[config.mk]
export PLATFORM = sky130hd
export DESIGN_NAME = wb_mem_ctrl_flat
export DESIGN_NICKNAME = d
export VERILOG_FILES = /design/src/rtl/mem_pkg.sv /design/src/rtl/wb_mem_ctrl_if.sv /design/src/rtl/wb_fifo.sv /design/src/rtl/wb_mem_ctrl.sv /design/src/flat_wrapper.sv
export SDC_FILE = /design/constraint.sdc
export NUM_CORES = 1
export LEC_CHECK = 0
export ABC_AREA = 0
export BUFFER_PORTS_ARGS = -buffer_cell sky130_fd_sc_hd__buf_2
export CORE_UTILIZATION = 68
export DETAILED_ROUTE_END_ITERATION = 8
export HOLD_SLACK_MARGIN = 0.15
export PLACE_DENSITY = 0.85
export SLEW_MARGIN = 20
export SYNTH_ARGS = -nofsm -noshare
export SYNTH_HDL_FRONTEND = slang
export SYNTH_HIERARCHICAL = 1
export SYNTH_SLANG_ARGS = --single-unit
[constraint.sdc]
create_clock -name clk -period 7.8 [get_ports clk]
set_clock_uncertainty 0.15 [all_clocks]
set_input_delay 1.56 -clock clk [delete_from_list [all_inputs] [get_ports clk]]
set_output_delay 1.56 -clock clk [all_outputs]
set_load 0.05 [all_outputs]
[src/rtl/mem_pkg.sv]
// Shared types and default widths for the backing-memory controller and its
// write-back buffer.
package mem_pkg;

  localparam int ADDR_W = 6;
  localparam int DATA_W = 8;

  typedef enum logic {
    IDLE,
    WAIT
  } state_t;

  typedef struct packed {
    logic [ADDR_W-1:0] adr;
    logic [DATA_W-1:0] data;
  } wb_entry_t;

endpackage

[src/rtl/wb_mem_ctrl_if.sv]
// Cache-to-backing-memory bus: victim write-backs plus line-fill reads.
// The cache drives the master side and the controller is the slave.
interface wb_mem_ctrl_if #(
  parameter int ADDR_W = mem_pkg::ADDR_W,
  parameter int DATA_W = mem_pkg::DATA_W
);

  logic              wr_req;
  logic [ADDR_W-1:0] wr_adr;
  logic [DATA_W-1:0] wr_data;
  logic              wr_ready;
  logic              rd_req;
  logic [ADDR_W-1:0] rd_adr;
  logic              rd_ready;
  logic              rd_valid;
  logic [DATA_W-1:0] rd_data;
  logic              busy;

  modport master (
    output wr_req, wr_adr, wr_data, rd_req, rd_adr,
    input  wr_ready, rd_ready, rd_valid, rd_data, busy
  );

  modport slave (
    input  wr_req, wr_adr, wr_data, rd_req, rd_adr,
    output wr_ready, rd_ready, rd_valid, rd_data, busy
  );

endinterface

[src/rtl/wb_fifo.sv]
// Write-back buffer: FIFO of {adr,data} entries.
// A combinational lookup returns the youngest live entry matching an address.
module wb_fifo
  import mem_pkg::*;
#(
  parameter int WB_DEPTH = 4
) (
  input  logic                      clk,
  input  logic                      reset,
  input  logic                      i_push,
  input  wb_entry_t                 i_push_entry,
  input  logic                      i_pop,
  output wb_entry_t                 o_head,
  output logic [$clog2(WB_DEPTH):0] o_count,
  output logic                      o_full,
  output logic                      o_empty,
  input  logic [ADDR_W-1:0]         i_lookup_adr,
  output logic                      o_hit,
  output logic [DATA_W-1:0]         o_hit_data
);

  localparam int PTR_W = $clog2(WB_DEPTH);

  wb_entry_t        r_mem [WB_DEPTH];
  logic [PTR_W-1:0] r_head;
  logic [PTR_W-1:0] r_tail;
  logic [PTR_W:0]   r_count;

  // NOTE: sequential state uses <= so every register samples pre-edge values.
  always_ff @(posedge clk) begin
    if (reset) begin
      r_head  <= '0;
      r_tail  <= '0;
      r_count <= '0;
    end else begin
      if (i_push) r_tail <= r_tail + PTR_W'(1);
      if (i_pop)  r_head <= r_head + PTR_W'(1);
      if (i_push && !i_pop)      r_count <= r_count + (PTR_W+1)'(1);
      else if (!i_push && i_pop) r_count <= r_count - (PTR_W+1)'(1);
    end
  end

  // NOTE: storage is not reset; r_count alone decides which entries are live.
  always_ff @(posedge clk) begin
    if (i_push) r_mem[r_tail] <= i_push_entry;
  end

  assign o_head  = r_mem[r_head];
  assign o_count = r_count;
  assign o_full  = (r_count == (PTR_W+1)'(WB_DEPTH));
  assign o_empty = (r_count == '0);

  // NOTE: defaults first so no path leaves an output unassigned (no latch).
  always_comb begin
    o_hit      = 1'b0;
    o_hit_data = '0;
    // Walk oldest to youngest; a later match overrides an earlier one.
    for (int i = 0; i < WB_DEPTH; i++) begin
      if (((PTR_W+1)'(i) < r_count) && (r_mem[r_head + PTR_W'(i)].adr == i_lookup_adr)) begin
        o_hit      = 1'b1;
        o_hit_data = r_mem[r_head + PTR_W'(i)].data;
      end
    end
  end

endmodule

[src/rtl/wb_mem_ctrl.sv]
// Backing-memory controller: 2**ADDR_W x DATA_W array, background-drained
// write-back buffer, and line-fill reads with buffer forwarding.
module wb_mem_ctrl #(
  parameter int ADDR_W   = mem_pkg::ADDR_W,
  parameter int DATA_W   = mem_pkg::DATA_W,
  parameter int WB_DEPTH = 4,
  parameter int READ_LAT = 3
) (
  input  logic          clk,
  input  logic          reset,
  wb_mem_ctrl_if.slave  bus
);

  import mem_pkg::*;

  localparam int PTR_W = $clog2(WB_DEPTH);
  localparam int CNT_W = (READ_LAT > 1) ? $clog2(READ_LAT) : 1;

  logic [DATA_W-1:0] r_mem [2**ADDR_W];
  state_t            r_state;
  logic [CNT_W-1:0]  r_cnt;
  logic [DATA_W-1:0] r_lat;
  logic              r_rd_valid;
  logic [DATA_W-1:0] r_rd_data;

  wb_entry_t         w_push_entry;
  wb_entry_t         w_head;
  logic [PTR_W:0]    w_count;
  logic              w_full;
  logic              w_empty;
  logic              w_hit;
  logic [DATA_W-1:0] w_hit_data;
  logic              w_wr_acc;
  logic              w_pop;
  logic              w_same;
  logic              w_fwd;
  logic              w_lat0;
  logic [DATA_W-1:0] w_arr_data;
  logic [DATA_W-1:0] w_rd_sel;

  assign w_wr_acc     = bus.wr_req && !w_full;
  assign w_pop        = !w_empty;
  assign w_push_entry = '{adr: bus.wr_adr, data: bus.wr_data};

  wb_fifo #(.WB_DEPTH(WB_DEPTH)) u_fifo (
    .clk          (clk),
    .reset        (reset),
    .i_push       (w_wr_acc),
    .i_push_entry (w_push_entry),
    .i_pop        (w_pop),
    .o_head       (w_head),
    .o_count      (w_count),
    .o_full       (w_full),
    .o_empty      (w_empty),
    .i_lookup_adr (bus.rd_adr),
    .o_hit        (w_hit),
    .o_hit_data   (w_hit_data)
  );

  // The incoming write is younger than anything already buffered.
  assign w_same     = w_wr_acc && (bus.wr_adr == bus.rd_adr);
  assign w_fwd      = w_same || w_hit;
  assign w_lat0     = w_fwd || (READ_LAT == 1);
  assign w_arr_data = (w_pop && (w_head.adr == bus.rd_adr)) ? w_head.data : r_mem[bus.rd_adr];
  assign w_rd_sel   = w_same ? bus.wr_data : (w_hit ? w_hit_data : w_arr_data);

  // Array is cleared on reset so post-reset reads return zero.
  always_ff @(posedge clk) begin
    if (reset) begin
      for (int i = 0; i < 2**ADDR_W; i++) r_mem[i] <= '0;
    end else if (w_pop) begin
      r_mem[w_head.adr] <= w_head.data;
    end
  end

  always_ff @(posedge clk) begin
    if (reset) begin
      r_state    <= IDLE;
      r_cnt      <= '0;
      r_lat      <= '0;
      r_rd_valid <= 1'b0;
      r_rd_data  <= '0;
    end else begin
      r_rd_valid <= 1'b0;
      case (r_state)
        IDLE: begin
          if (bus.rd_req) begin
            r_state <= WAIT;
            if (w_lat0) begin
              r_cnt      <= '0;
              r_rd_valid <= 1'b1;
              r_rd_data  <= w_rd_sel;
            end else begin
              r_cnt <= CNT_W'(READ_LAT - 1);
              r_lat <= w_rd_sel;
            end
          end
        end
        WAIT: begin
          // rd_valid is registered, so it is raised on the edge into cnt==0.
          if (r_cnt == '0) begin
            r_state <= IDLE;
          end else begin
            r_cnt <= r_cnt - CNT_W'(1);
            if (r_cnt == CNT_W'(1)) begin
              r_rd_valid <= 1'b1;
              r_rd_data  <= r_lat;
            end
          end
        end
        default: r_state <= IDLE;
      endcase
    end
  end

  assign bus.wr_ready = !w_full;
  assign bus.rd_ready = (r_state == IDLE);
  assign bus.rd_valid = r_rd_valid;
  assign bus.rd_data  = r_rd_data;
  assign bus.busy     = (r_state == WAIT) || (w_count != '0);

endmodule

[src/flat_wrapper.sv]
// flat-port wrapper written by rule: the top's interface ports become plain ports
module wb_mem_ctrl_flat import mem_pkg::*;
#(
  parameter int ADDR_W   = mem_pkg::ADDR_W,
  parameter int DATA_W   = mem_pkg::DATA_W,
  parameter int WB_DEPTH = 4,
  parameter int READ_LAT = 3
)
  (clk, reset, bus_wr_req, bus_wr_adr, bus_wr_data, bus_rd_req, bus_rd_adr, bus_wr_ready, bus_rd_ready, bus_rd_valid, bus_rd_data, bus_busy);
  wb_mem_ctrl_if #(.ADDR_W(ADDR_W), .DATA_W(DATA_W)) bus_i ();
  input  logic clk;
  input  logic reset;
  input wire logic [$bits(bus_i.wr_req)-1:0] bus_wr_req;
  input wire logic [$bits(bus_i.wr_adr)-1:0] bus_wr_adr;
  input wire logic [$bits(bus_i.wr_data)-1:0] bus_wr_data;
  input wire logic [$bits(bus_i.rd_req)-1:0] bus_rd_req;
  input wire logic [$bits(bus_i.rd_adr)-1:0] bus_rd_adr;
  output wire logic [$bits(bus_i.wr_ready)-1:0] bus_wr_ready;
  output wire logic [$bits(bus_i.rd_ready)-1:0] bus_rd_ready;
  output wire logic [$bits(bus_i.rd_valid)-1:0] bus_rd_valid;
  output wire logic [$bits(bus_i.rd_data)-1:0] bus_rd_data;
  output wire logic [$bits(bus_i.busy)-1:0] bus_busy;
  assign bus_i.wr_req = bus_wr_req;
  assign bus_i.wr_adr = bus_wr_adr;
  assign bus_i.wr_data = bus_wr_data;
  assign bus_i.rd_req = bus_rd_req;
  assign bus_i.rd_adr = bus_rd_adr;
  assign bus_wr_ready = bus_i.wr_ready;
  assign bus_rd_ready = bus_i.rd_ready;
  assign bus_rd_valid = bus_i.rd_valid;
  assign bus_rd_data = bus_i.rd_data;
  assign bus_busy = bus_i.busy;
  wb_mem_ctrl #(.ADDR_W(ADDR_W), .DATA_W(DATA_W), .WB_DEPTH(WB_DEPTH), .READ_LAT(READ_LAT)) u_core (.clk(clk), .reset(reset), .bus(bus_i));
endmodule
Word-level counts from Yosys, hierarchy flattened
Memory sizes are Yosys's and may differ from the RTL's. A register that Yosys moved wholly into a read port is not among the register bits.
Index checks and enable logic that the tools add are counted.
{"block": "op_classes", "n_addsub": 7, "n_lt_le_gt_ge": 4, "n_eq_ne": 11, "mux": 42, "n_bitwise": 2, "n_reduce_logical": 22}
{"op": "8-bit 2-to-1 mux", "n": 12}
{"op": "6-bit == test", "n": 5}
{"op": "1-bit 2-to-1 mux", "n": 18}
{"op": "8-bit one-hot mux with 2 select lines", "n": 1}
{"op": "2-bit 2-to-1 mux", "n": 5}
{"op": "1-bit logical AND", "n": 9}
{"op": "8-bit OR reduction", "n": 1}
{"op": "1-bit by 3-bit less-than comparator with 1-bit output (first input constant)", "n": 2}
{"op": "2-bit by 3-bit less-than comparator with 1-bit output (first input constant)", "n": 2}
{"op": "3-bit 2-to-1 mux", "n": 2}
{"op": "6-bit 2-to-1 mux", "n": 1}
{"op": "2-bit inequality test (second input constant)", "n": 3}
{"op": "2-bit by 1-bit adder with 2-bit output (second input constant)", "n": 2}
{"op": "2-bit adder (second input constant)", "n": 2}
{"op": "1-bit one-hot mux with 2 select lines", "n": 2}
{"op": "2-bit one-hot mux with 2 select lines", "n": 1}
{"op": "4-bit AND reduction", "n": 1}
{"op": "3-bit by 1-bit adder with 3-bit output (second input constant)", "n": 1}
{"op": "3-bit == test (second input constant)", "n": 1}
{"op": "1-bit zero test", "n": 3}
{"op": "3-bit zero test", "n": 1}
{"op": "3-bit AND reduction", "n": 1}
{"op": "3-bit nonzero test", "n": 1}
{"op": "3-bit by 1-bit subtractor with 3-bit output (second input constant)", "n": 1}
{"op": "8 further kinds", "n": 10}
{"block": "totals", "regBits": 27, "ram_bits": 568, "in_bits": 24, "out_inout_bits": 12, "memories": 2}
{"memory": "u_core.r_mem", "words": 64, "width": 8, "read_ports": 1, "rd_clocked_by_memory_dff": 0, "write_ports": 64, "line": "wb_mem_ctrl.sv:19", "text": "logic [DATA_W-1:0] r_mem [2**ADDR_W];"}
{"memory": "u_core.u_fifo.r_mem", "words": 4, "width": 14, "read_ports": 4, "rd_clocked_by_memory_dff": 1, "write_ports": 1, "line": "wb_fifo.sv:24", "text": "wb_entry_t r_mem [WB_DEPTH];"}

Longest topological paths before layout
Gate-level depths: netlist of the first run.
An unclocked memory read counts as a cell.
{"block": "logic_depth", "word_depth": 12, "depth_mapped": 16}

Modules after synthesis
The synthesis of the first run kept the hierarchy.
{"mod": "wb_mem_ctrl", "instances": 1, "cells_each": 1806, "area_each_um2": 25217.9, "seq_area_each_um2": 15775.1}
{"mod": "wb_fifo", "instances": 1, "cells_each": 314, "area_each_um2": 4180.3, "seq_area_each_um2": 1861.8}

Worst setup path after synthesis of the first run
No wires, ideal clock.
{"block": "synth_path", "kind": "input to register", "startpoint": "input bus_rd_adr[0]", "endpoint": "register u_core.r_rd_data[0], in the netlist u_core/bus.rd_data[0]", "t_arrival_ns": 4.103, "required_ns": 7.564, "setup_slack_ns": 3.462, "cell_stages": 13, "cell_sequence": "clkbuf_1 > xnor2_1 > or3_1 > nor3_1 > o2111ai_1 > and2_1 > clkbuf_1 > nand3_1 > clkbuf_1 > a21oi_1 > o21ai_1 > o21ai_0 > a211oi_1"}
{"block": "synth_via", "elab_chain_len": 11, "word_cells_on_any_way": 29, "classes_between": "eq/ne: 6; mux: 14; reduce/logical: 8; memory: 1"}
{"element": "start: declaration", "line": "flat_wrapper.sv:17", "text": "input wire logic [$bits(bus_i.rd_adr)-1:0] bus_rd_adr;"}
{"element": "6-bit == test", "line": "wb_mem_ctrl.sv:64", "text": "assign w_arr_data = (w_pop && (w_head.adr == bus.rd_adr)) ? w_head.data : r_mem[bus.rd_adr];"}
{"element": "1-bit logical AND", "line": "wb_fifo.sv:59", "text": "if (((PTR_W+1)'(i) < r_count) && (r_mem[r_head + PTR_W'(i)].adr == i_lookup_adr)) begin"}
{"element": "1-bit 2-to-1 mux (3 in a row)", "line": "wb_fifo.sv:59"}
{"element": "1-bit 2-to-1 mux (*)", "line": "wb_fifo.sv:59"}
{"element": "net u_core.w_hit", "line": "wb_mem_ctrl.sv:31", "text": "logic w_hit;"}
{"element": "8-bit 2-to-1 mux (2 in a row)", "line": "wb_mem_ctrl.sv:65", "text": "assign w_rd_sel = w_same ? bus.wr_data : (w_hit ? w_hit_data : w_arr_data);"}
{"element": "8-bit 2-to-1 mux", "line": "wb_mem_ctrl.sv:89", "text": "if (w_lat0) begin"}
{"element": "8-bit 2-to-1 mux", "line": "wb_mem_ctrl.sv:87", "text": "if (bus.rd_req) begin"}
{"element": "8-bit one-hot mux with 2 select lines", "line": "wb_mem_ctrl.sv:85", "text": "case (r_state)"}
{"element": "end signal: assignment", "line": "wb_mem_ctrl.sv:92", "text": "r_rd_data <= w_rd_sel;"}
{"element": "end signal: assignment", "line": "wb_mem_ctrl.sv:107", "text": "r_rd_data <= r_lat;"}
{"element": "end: declaration", "line": "wb_mem_ctrl.sv:24", "text": "logic [DATA_W-1:0] r_rd_data;"}
Mark *: on every way through the listed nets, which the timed path passes. The rest lies on a longest branch. The select of a mux whose other input is x is not followed.
A chain may end at the register's enable or synchronous reset.

Worst setup path in the final report of the first run
{"block": "layout_path", "startpoint": "register u_core.u_fifo.r_head[1]", "endpoint": "register u_core.r_lat[0]"}
{"block": "layout_via", "elab_chain_len": 10, "word_cells_on_any_way": 21, "classes_between": "add/sub: 3; eq/ne: 3; mux: 8; bitwise: 1; reduce/logical: 5; memory: 1"}
{"element": "start: declaration", "line": "wb_fifo.sv:25", "text": "logic [PTR_W-1:0] r_head;"}
{"element": "start signal: assignment", "line": "wb_fifo.sv:37", "text": "if (i_pop) r_head <= r_head + PTR_W'(1);"}
{"element": "2-bit by 1-bit adder with 2-bit output", "line": "wb_fifo.sv:59"}
{"element": "memory read 4 x 14 bit (*)"}
{"element": "6-bit == test", "line": "wb_fifo.sv:59"}
{"element": "1-bit logical AND", "line": "wb_fifo.sv:59"}
{"element": "1-bit 2-to-1 mux (2 in a row)", "line": "wb_fifo.sv:59"}
{"element": "1-bit 2-to-1 mux (*)", "line": "wb_fifo.sv:59"}
{"element": "net u_core.w_hit", "line": "wb_mem_ctrl.sv:31"}
{"element": "1-bit logical OR", "line": "wb_mem_ctrl.sv:62", "text": "assign w_fwd = w_same || w_hit;"}
{"element": "1-bit inverter (no line)"}
{"element": "3-bit AND reduction (no line)"}
{"element": "end signal: assignment", "line": "wb_mem_ctrl.sv:95", "text": "r_lat <= w_rd_sel;"}
{"element": "end: declaration", "line": "wb_mem_ctrl.sv:22", "text": "logic [DATA_W-1:0] r_lat;"}
Mark *: on every way through the listed nets, which the timed path passes. The rest lies on a longest branch.

==> reports/results.ini, run 1 <==
[detailed_routing]
wl_um = 69670
initialDrtViolationCount = 2032
drcViolationCount = 0
vias = 17930
vias_per_cell = 6.651
routedWlPerCell_um = 25.85
ant_nets = 0
drtPass1Iterations = 5

[logic_synthesis]
synth_ff_type = edfxtp_1
netlist_area_um2 = 29400
synth_nets = 2156
ys_warn_count = 6
avgSynthCellArea_um2 = 13.87
async_flop_share = 0
synth_edf_count = 568
ys_types = 67
synth_seq_area_share = 0.5999
synth_seq_cells = 597
synth_cells = 2120

[sta]
drv_slew = 0
slew_headroom = 0.3111
period_minus_slack_ps = 5450
finalHoldViolCount = 0
setup_violations = 0
finalCritPeriodShare = 0.6987
rsz0062_at_grt = false
holdWs_ps = 367.2
finalSetupTns_ps = 0
fmax_ghz = 0.1835
tightest_slew_ps = 1030

[power_and_ir_drop]
vdd_drop_max_mv = 0.2521
p_leak_nw = 11.12
combPwrFrac = 0.214
pwr-share-clk = 0.322
intPower_mw = 5.767
power.density_nw_per_um2 = 266.0
finalPower_mw = 8.370
p_sw_mw = 2.603
seqPwrFrac = 0.465
switching_share = 0.3110

[global_route]
grt_max_degree = 75
grt_pass1_wl_um = 105500
grt_pass1_vias = 17550
grt-ovfl-total = 0
grtUsageTotal = 0.3226
antenna_found_initial = 0

[die]
row_count = 75
fp.coreArea_um2 = 42320
start_util = 0.6946
num_io_pins = 36
fp.dieH_um = 209.9
dieArea_um2 = 44070
die_w_um = 209.9

[final_layout]
layout_commonest_cell = edfxtp_1
post_route_cells_drive_above_1_share = 0.1615
final_cell_mix = edfxtp_1 (568), and2_1 (460), mux4_2 (121), mux2i_1 (118), nor2_1 (109)
syn2layout_area_growth_pct = 7.018
n_fill_cell = 2561
multiInputGateArea_um2 = 10880
final_cells = 2695
nets = 2108
n_antenna_cell = 0
seq_area_um2 = 17640

[min_path]
hp-class = reg2reg
holdPathStages = 2

[critical_path]
critPathLaunchType = flop
worst_r2r_endpoint = u_core/r_lat[0]$_SDFFE_PP0P_
worst-r2r-cell-count = 11
cp-end-kind = flop
criticalPathCategory = reg2reg
r2r-start = u_core/u_fifo/r_head[1]$_SDFFE_PP0P_
cp-endpoint = u_core/r_lat[0]$_SDFFE_PP0P_
critPathRequiredTime_ps = 8160
cp_max_fo = 27
worst_ep_arrival_time_ps = 5810
critical_path.startpoint = u_core/u_fifo/r_head[1]$_SDFFE_PP0P_
ff2ff_setup_slack_ps = 2350

[cts]
clkLatencyLatePin_ps = 630
root_buffer = clkbuf_16
numClockSinks = 597
cts_setup_buffers = 0
path_clk_slew_ps = 60
cts_buffers = 58
cts_max_level = 2
cts_tree = built
cts_resized = 0
hold_buffers = 0
ctsLongestPathBuffers = 3

[placement]
hpwl_um = 43860
dp.cells = 2589
gp_congestion = 0.9165
portBuffers = 35

[run_status]
status = finished, final reports clean

[flow_run]
max_cap_violations = 0

## stage by stage
| stage | area (um^2) | setup WS [ps] | util |
|---|---|---|---|
| after CTS | 31460 | 2468 | 0.7433 |
| final | 31460 | 2350 | 0.7434 |
| after detailed placement | 29650 | 1959 | 0.7005 |
| after global placement | 29650 | 2256 | 0.7005 |
| after global routing | 31460 | 1921 | 0.7434 |
| after floorplan | 29400 | 3462 | - |
## routing by layer
| layer | vias up | wire length [um] | share of wire | GRT usage |
|---|---|---|---|---|
| met5 | - | 0 | 0 | 0 |
| met4 | 0 | 2346 | 0.034 | 0.1072 |
| met3 | 167 | 7208 | 0.10 | 0.06105 |
| met2 | 1061 | 33640 | 0.48 | 0.5234 |
| met1 | 8934 | 26470 | 0.38 | 0.4451 |
| li1 | 7763 | - | - | - |
## power by group through the flow
stage	Combinational, mW	Clock [mW]	Sequential, mW
after global routing	1.88	2.83	3.91
after CTS	1.75	2.71	3.89
after global placement	1.71	0	3.94
after floorplan	1.28	0	3.84
after detailed placement	1.74	0	3.95
final	1.79	2.69	3.89
## critical path, stage by stage (launching register included)
cell and delay (ps):
dfxtp_2 770, buf_4 480, mux2i_1 280, xnor2_1 170
or3_1 150, nor3_1 40, o2111ai_1 830, and2_1 430
nand3_1 450, a211oi_4 940, o2111ai_1 310, o31a_1 320
## sequential cells by signal, summed over array words and instances (netlist names), named ones only
name,cells
u_core/r_mem,512
u_core/r_state,1
u_core/u_fifo/o_count,3
u_core/bus.rd_valid,1
u_core/u_fifo/r_tail,2
u_core/bus.rd_data,8
u_core/u_fifo/r_head,2
u_core/r_cnt,2
u_core/u_fifo/r_mem,56
u_core/r_lat,8
## synthesized netlist by cell type, types with 11 or more instances
| cell type | count | area share |
|---|---|---|
| nand3b_1 | 13 | 0.0033 |
| nand2_1 | 42 | 0.0054 |
| dfxtp_1 | 29 | 0.020 |
| buf_4 | 11 | 0.0028 |
| clkbuf_1 | 106 | 0.014 |
| nand2b_1 | 17 | 0.0036 |
| ha_1 | 12 | 0.0051 |
| or2_2 | 64 | 0.014 |
| o21ai_0 | 33 | 0.0056 |
| xnor2_1 | 22 | 0.0066 |
| or3_1 | 14 | 0.0030 |
| xor2_1 | 26 | 0.0077 |
| nor2b_1 | 22 | 0.0047 |
| a211oi_1 | 27 | 0.0069 |
| buf_6 | 14 | 0.0054 |
| and2_1 | 460 | 0.098 |
| nand3_1 | 13 | 0.0022 |
| mux4_2 | 121 | 0.093 |
| nor2_1 | 109 | 0.014 |
| mux2i_1 | 118 | 0.040 |
| nor3_1 | 67 | 0.011 |
| buf_2 | 22 | 0.0037 |
| edfxtp_1 | 568 | 0.58 |
| a21oi_1 | 18 | 0.0031 |
| inv_1 | 13 | 0.0017 |
| a22oi_1 | 38 | 0.0097 |
## cells by family after synthesis
kind of cell / Yosys count / share of synthesized area
fa+ha+maj: 12 / 0.005107
buf+inv: 181 / 0.02996
compound gates: 183 / 0.04482
mux: 251 / 0.1395
simple gates: 848 / 0.1664
xor+xnor: 48 / 0.01430
flops: 597 / 0.5999
## worst min-delay path by stage
stage	end	slack (ps)	from
2_1_floorplan	u_core/r_lat[2]$_SDFFE_PP0P_	310	u_core/r_lat[2]$_SDFFE_PP0P_
3_3_place_gp	u_core/r_cnt[1]$_SDFFE_PP0P_	340	u_core/r_cnt[1]$_SDFFE_PP0P_
3_5_place_dp	u_core/r_cnt[1]$_SDFFE_PP0P_	370	u_core/r_cnt[1]$_SDFFE_PP0P_
4_1_cts	u_core/r_lat[2]$_SDFFE_PP0P_	360	u_core/r_lat[2]$_SDFFE_PP0P_
5_1_grt	u_core/r_lat[2]$_SDFFE_PP0P_	380	u_core/r_lat[2]$_SDFFE_PP0P_
6_report	u_core/r_lat[2]$_SDFFE_PP0P_	370	u_core/r_lat[2]$_SDFFE_PP0P_
## area by class of cell
cell class	instances	share of cell area
Clock buffer	73	0.04955
Timing Repair Buffer	55	0.01074
Inverter	18	0.002148
Clock inverter	33	0.008033
Sequential cell	597	0.5607
Multi-Input combinational cell	1342	0.3458
Tap cell	577	0.02295
Power figures use the tool's default switching activity.
==> run 2: changes to the inputs <==
--- a/config.mk
+++ b/config.mk
@@ -7,10 +7,10 @@
 export LEC_CHECK = 0
 export ABC_AREA = 0
 export BUFFER_PORTS_ARGS = -buffer_cell sky130_fd_sc_hd__buf_2
-export CORE_UTILIZATION = 68
+export CORE_UTILIZATION = 57
 export DETAILED_ROUTE_END_ITERATION = 8
 export HOLD_SLACK_MARGIN = 0.15
-export PLACE_DENSITY = 0.85
+export PLACE_DENSITY = 0.76
 export SLEW_MARGIN = 20
 export SYNTH_ARGS = -nofsm -noshare
 export SYNTH_HDL_FRONTEND = slang
==> constraint.sdc (replaced) <==
create_clock -name clk -period 5 [get_ports clk]
set_clock_uncertainty 0.15 [all_clocks]
set_input_delay 1 -clock clk [delete_from_list [all_inputs] [get_ports clk]]
set_output_delay 1 -clock clk [all_outputs]
set_load 0.05 [all_outputs]
==> reports/results.ini, run 2 (synthesis results as in run 1) <==
[sta]
period_minus_slack_ps = 4085  ; was 5450 ps
tightest_slew_ps = 1154  ; was 1030 ps
setup_violations = 0  ; unchanged
finalCritPeriodShare = 0.8169  ; was 0.6987
slew_headroom = 0.2309  ; was 0.3111
rsz0062_at_grt = false  ; unchanged
finalHoldViolCount = 0  ; unchanged
finalSetupTns_ps = 0  ; unchanged
drv_slew = 0  ; unchanged
fmax_ghz = 0.2448  ; was 0.1835 GHz
holdWs_ps = 359.4  ; was 367.2 ps

[power_and_ir_drop]
finalPower_mw = 13.27  ; was 8.370 mW
power.density_nw_per_um2 = 415.4  ; was 266.0 nW/um^2
p_sw_mw = 4.111  ; was 2.603 mW
p_leak_nw = 11.34  ; was 11.12 nW
pwr-share-clk = 0.324  ; was 0.322
seqPwrFrac = 0.454  ; was 0.465
intPower_mw = 9.157  ; was 5.767 mW
switching_share = 0.3098  ; was 0.3110
vdd_drop_max_mv = 0.2890  ; was 0.2521 mV
combPwrFrac = 0.221  ; was 0.214

[critical_path]
worst_ep_arrival_time_ps = 4240  ; was 5810 ps
crit_slowest_cell = or3_1  ; was a211oi_4
worst-r2r-cell-count = 7  ; was 11
critPathMaxStageDelay_ps = 650  ; was 940 ps
critPathLaunchType = flop  ; unchanged
path_cells = buf_4 > mux2i_1 > mux2i_1 > or3b_1 > or3_1 > nor2_1 > or2_2  ; was buf_4 > mux2i_1 > xnor2_1 > or3_1 > nor3_1 > o2111ai_1 > and2_1 > nand3_1 > a211oi_4 > o2111ai_1 > o31a_1
crit_cells = 7  ; was 11
cp-end-kind = flop  ; unchanged
criticalPathCategory = reg2reg  ; unchanged
cpMostUsedCell = mux2i_1  ; was o2111ai_1
cp_num_buf_inv = 1  ; unchanged
critPathRequiredTime_ps = 5160  ; was 8160 ps
cp_max_fo = 12  ; was 27
crit_family = simple AND/OR/NAND/NOR gates  ; was compound AO/OA/AOI/OAI gates

[flow_run]
max_cap_violations = 0  ; unchanged

[cts]
cts_buffers = 60  ; was 58
ctsLongestPathBuffers = 3  ; unchanged
root_buffer = clkbuf_16  ; unchanged
cts_resized = 0  ; unchanged
cts_tree = built  ; unchanged
cts_setup_buffers = 0  ; unchanged
path_clk_slew_ps = 60  ; about the same
cts_max_level = 2  ; unchanged
numClockSinks = 597  ; unchanged
clkLatencyLatePin_ps = 630  ; about the same
hold_buffers = 0  ; unchanged

[final_layout]
largest_registers = u_core/r_mem: 512 flops, u_core/u_fifo/r_mem: 56 flops  ; unchanged
n_fill_cell = 3671  ; was 2561
nets = 2150  ; was 2108
post_route_cells_drive_above_1_share = 0.1748  ; was 0.1615
layout_commonest_cell = edfxtp_1  ; unchanged
largest_reg_flops = 512  ; unchanged
final_cell_mix = edfxtp_1 (568), and2_1 (460), mux4_2 (121), mux2i_1 (118), nor2_1 (109)  ; unchanged
syn2layout_area_growth_pct = 8.653  ; was 7.018%
regMostFlops = u_core/r_mem  ; unchanged

[global_route]
grtUsageTotal = 0.2736  ; was 0.3226
grt_max_degree = 118  ; was 75
grt-ovfl-total = 0  ; unchanged
antenna_found_initial = 1  ; was 0
grt_pass1_wl_um = 108300  ; was 105500 um
grt_pass1_vias = 17860  ; was 17550

[detailed_routing]
drtPass1Iterations = 7  ; was 5
vias = 17900  ; was 17930
vias_per_cell = 6.325  ; was 6.651
initialDrtViolationCount = 1776  ; was 2032
drcViolationCount = 0  ; unchanged
ant_nets = 0  ; unchanged
routedWlPerCell_um = 25.05  ; was 25.85 um
wl_um = 70890  ; was 69670 um

[placement]
portBuffers = 35  ; unchanged
gp_congestion = 0.9196  ; was 0.9165
hpwl_um = 46800  ; was 43860 um

[die]
row_count = 82  ; was 75
dieArea_um2 = 52490  ; was 44070 um^2
fp.coreArea_um2 = 50480  ; was 42320 um^2
num_io_pins = 36  ; unchanged
start_util = 0.5824  ; was 0.6946
fp.dieH_um = 229.1  ; was 209.9 um
die_w_um = 229.1  ; was 209.9 um

[run_status]
status = finished, final reports clean  ; unchanged

[min_path]
holdPathStages = 2  ; unchanged
hp-class = reg2reg  ; unchanged

==> run 2: final cells by class <==
| class | count | area [um^2] | share of cell area |
|---|---|---|---|
| antenna | 1 | 2.502 | 0.00007834 |
| clock buffer | 72 | 1568 | 0.04908 |
| clock inverter | 33 | 277.8 | 0.008696 |
| inverter | 18 | 67.56 | 0.002115 |
| multi-input combinational | 1342 | 10880 | 0.3406 |
| sequential | 597 | 17640 | 0.5522 |
| tap | 672 | 840.8 | 0.02632 |
| timing repair buffer | 95 | 665.6 | 0.02084 |
==> run 2: power groups by stage <==
stage	logic, mW	clock network, mW	registers, mW
4_1_cts	2.90	4.36	6.03
3_3_place_gp	2.83	0	6.11
2_1_floorplan	2.00	0	5.99
3_5_place_dp	2.88	0	6.13
5_1_grt	3.09	4.55	6.06
6_report	2.94	4.30	6.03
==> run 2: final timing paths <==
kind	startpoint	endpoint	slack, ps
setup reg to reg	flop	u_core/r_mem[60][2]$_SDFFCE_PN0P_	920
hold reg to reg	u_core/r_lat[2]$_SDFFE_PP0P_	u_core/r_lat[2]$_SDFFE_PP0P_	360
hold / removal	u_core/r_lat[2]$_SDFFE_PP0P_	u_core/r_lat[2]$_SDFFE_PP0P_	360
setup / recovery	flop	u_core/r_mem[60][2]$_SDFFCE_PN0P_	920
==> run 2: through the flow <==
step / worst slack [ps] / area, um^2 / util / cells
5_1_grt: 595.7 / 31940 / 0.6327 / 2829
6_report: 915.3 / 31940 / 0.6328 / 2830
4_1_cts: 969.8 / 31940 / 0.6327 / 2829
2_1_floorplan: 1222 / 29400 / - / 2120
3_3_place_gp: 672.4 / 30090 / 0.5962 / 2724
3_5_place_dp: 511.3 / 30090 / 0.5962 / 2724
==> run 2: worst min-delay path, cell delays in order, from the launching register on <==
cell and delay [ps]:
dfxtp_1 320, nand2b_1 70, a31oi_1 60
==> run 2: layer usage <==
| metal | wire length (um) | global-route usage | share of wire | vias up |
|---|---|---|---|---|
| met4 | 2623 | 0.1054 | 0.037 | 0 |
| met3 | 5856 | 0.05067 | 0.083 | 164 |
| li1 | - | - | - | 7862 |
| met1 | 28900 | 0.3799 | 0.41 | 9059 |
| met2 | 33520 | 0.4314 | 0.47 | 815 |
| met5 | 0 | 0 | 0 | - |
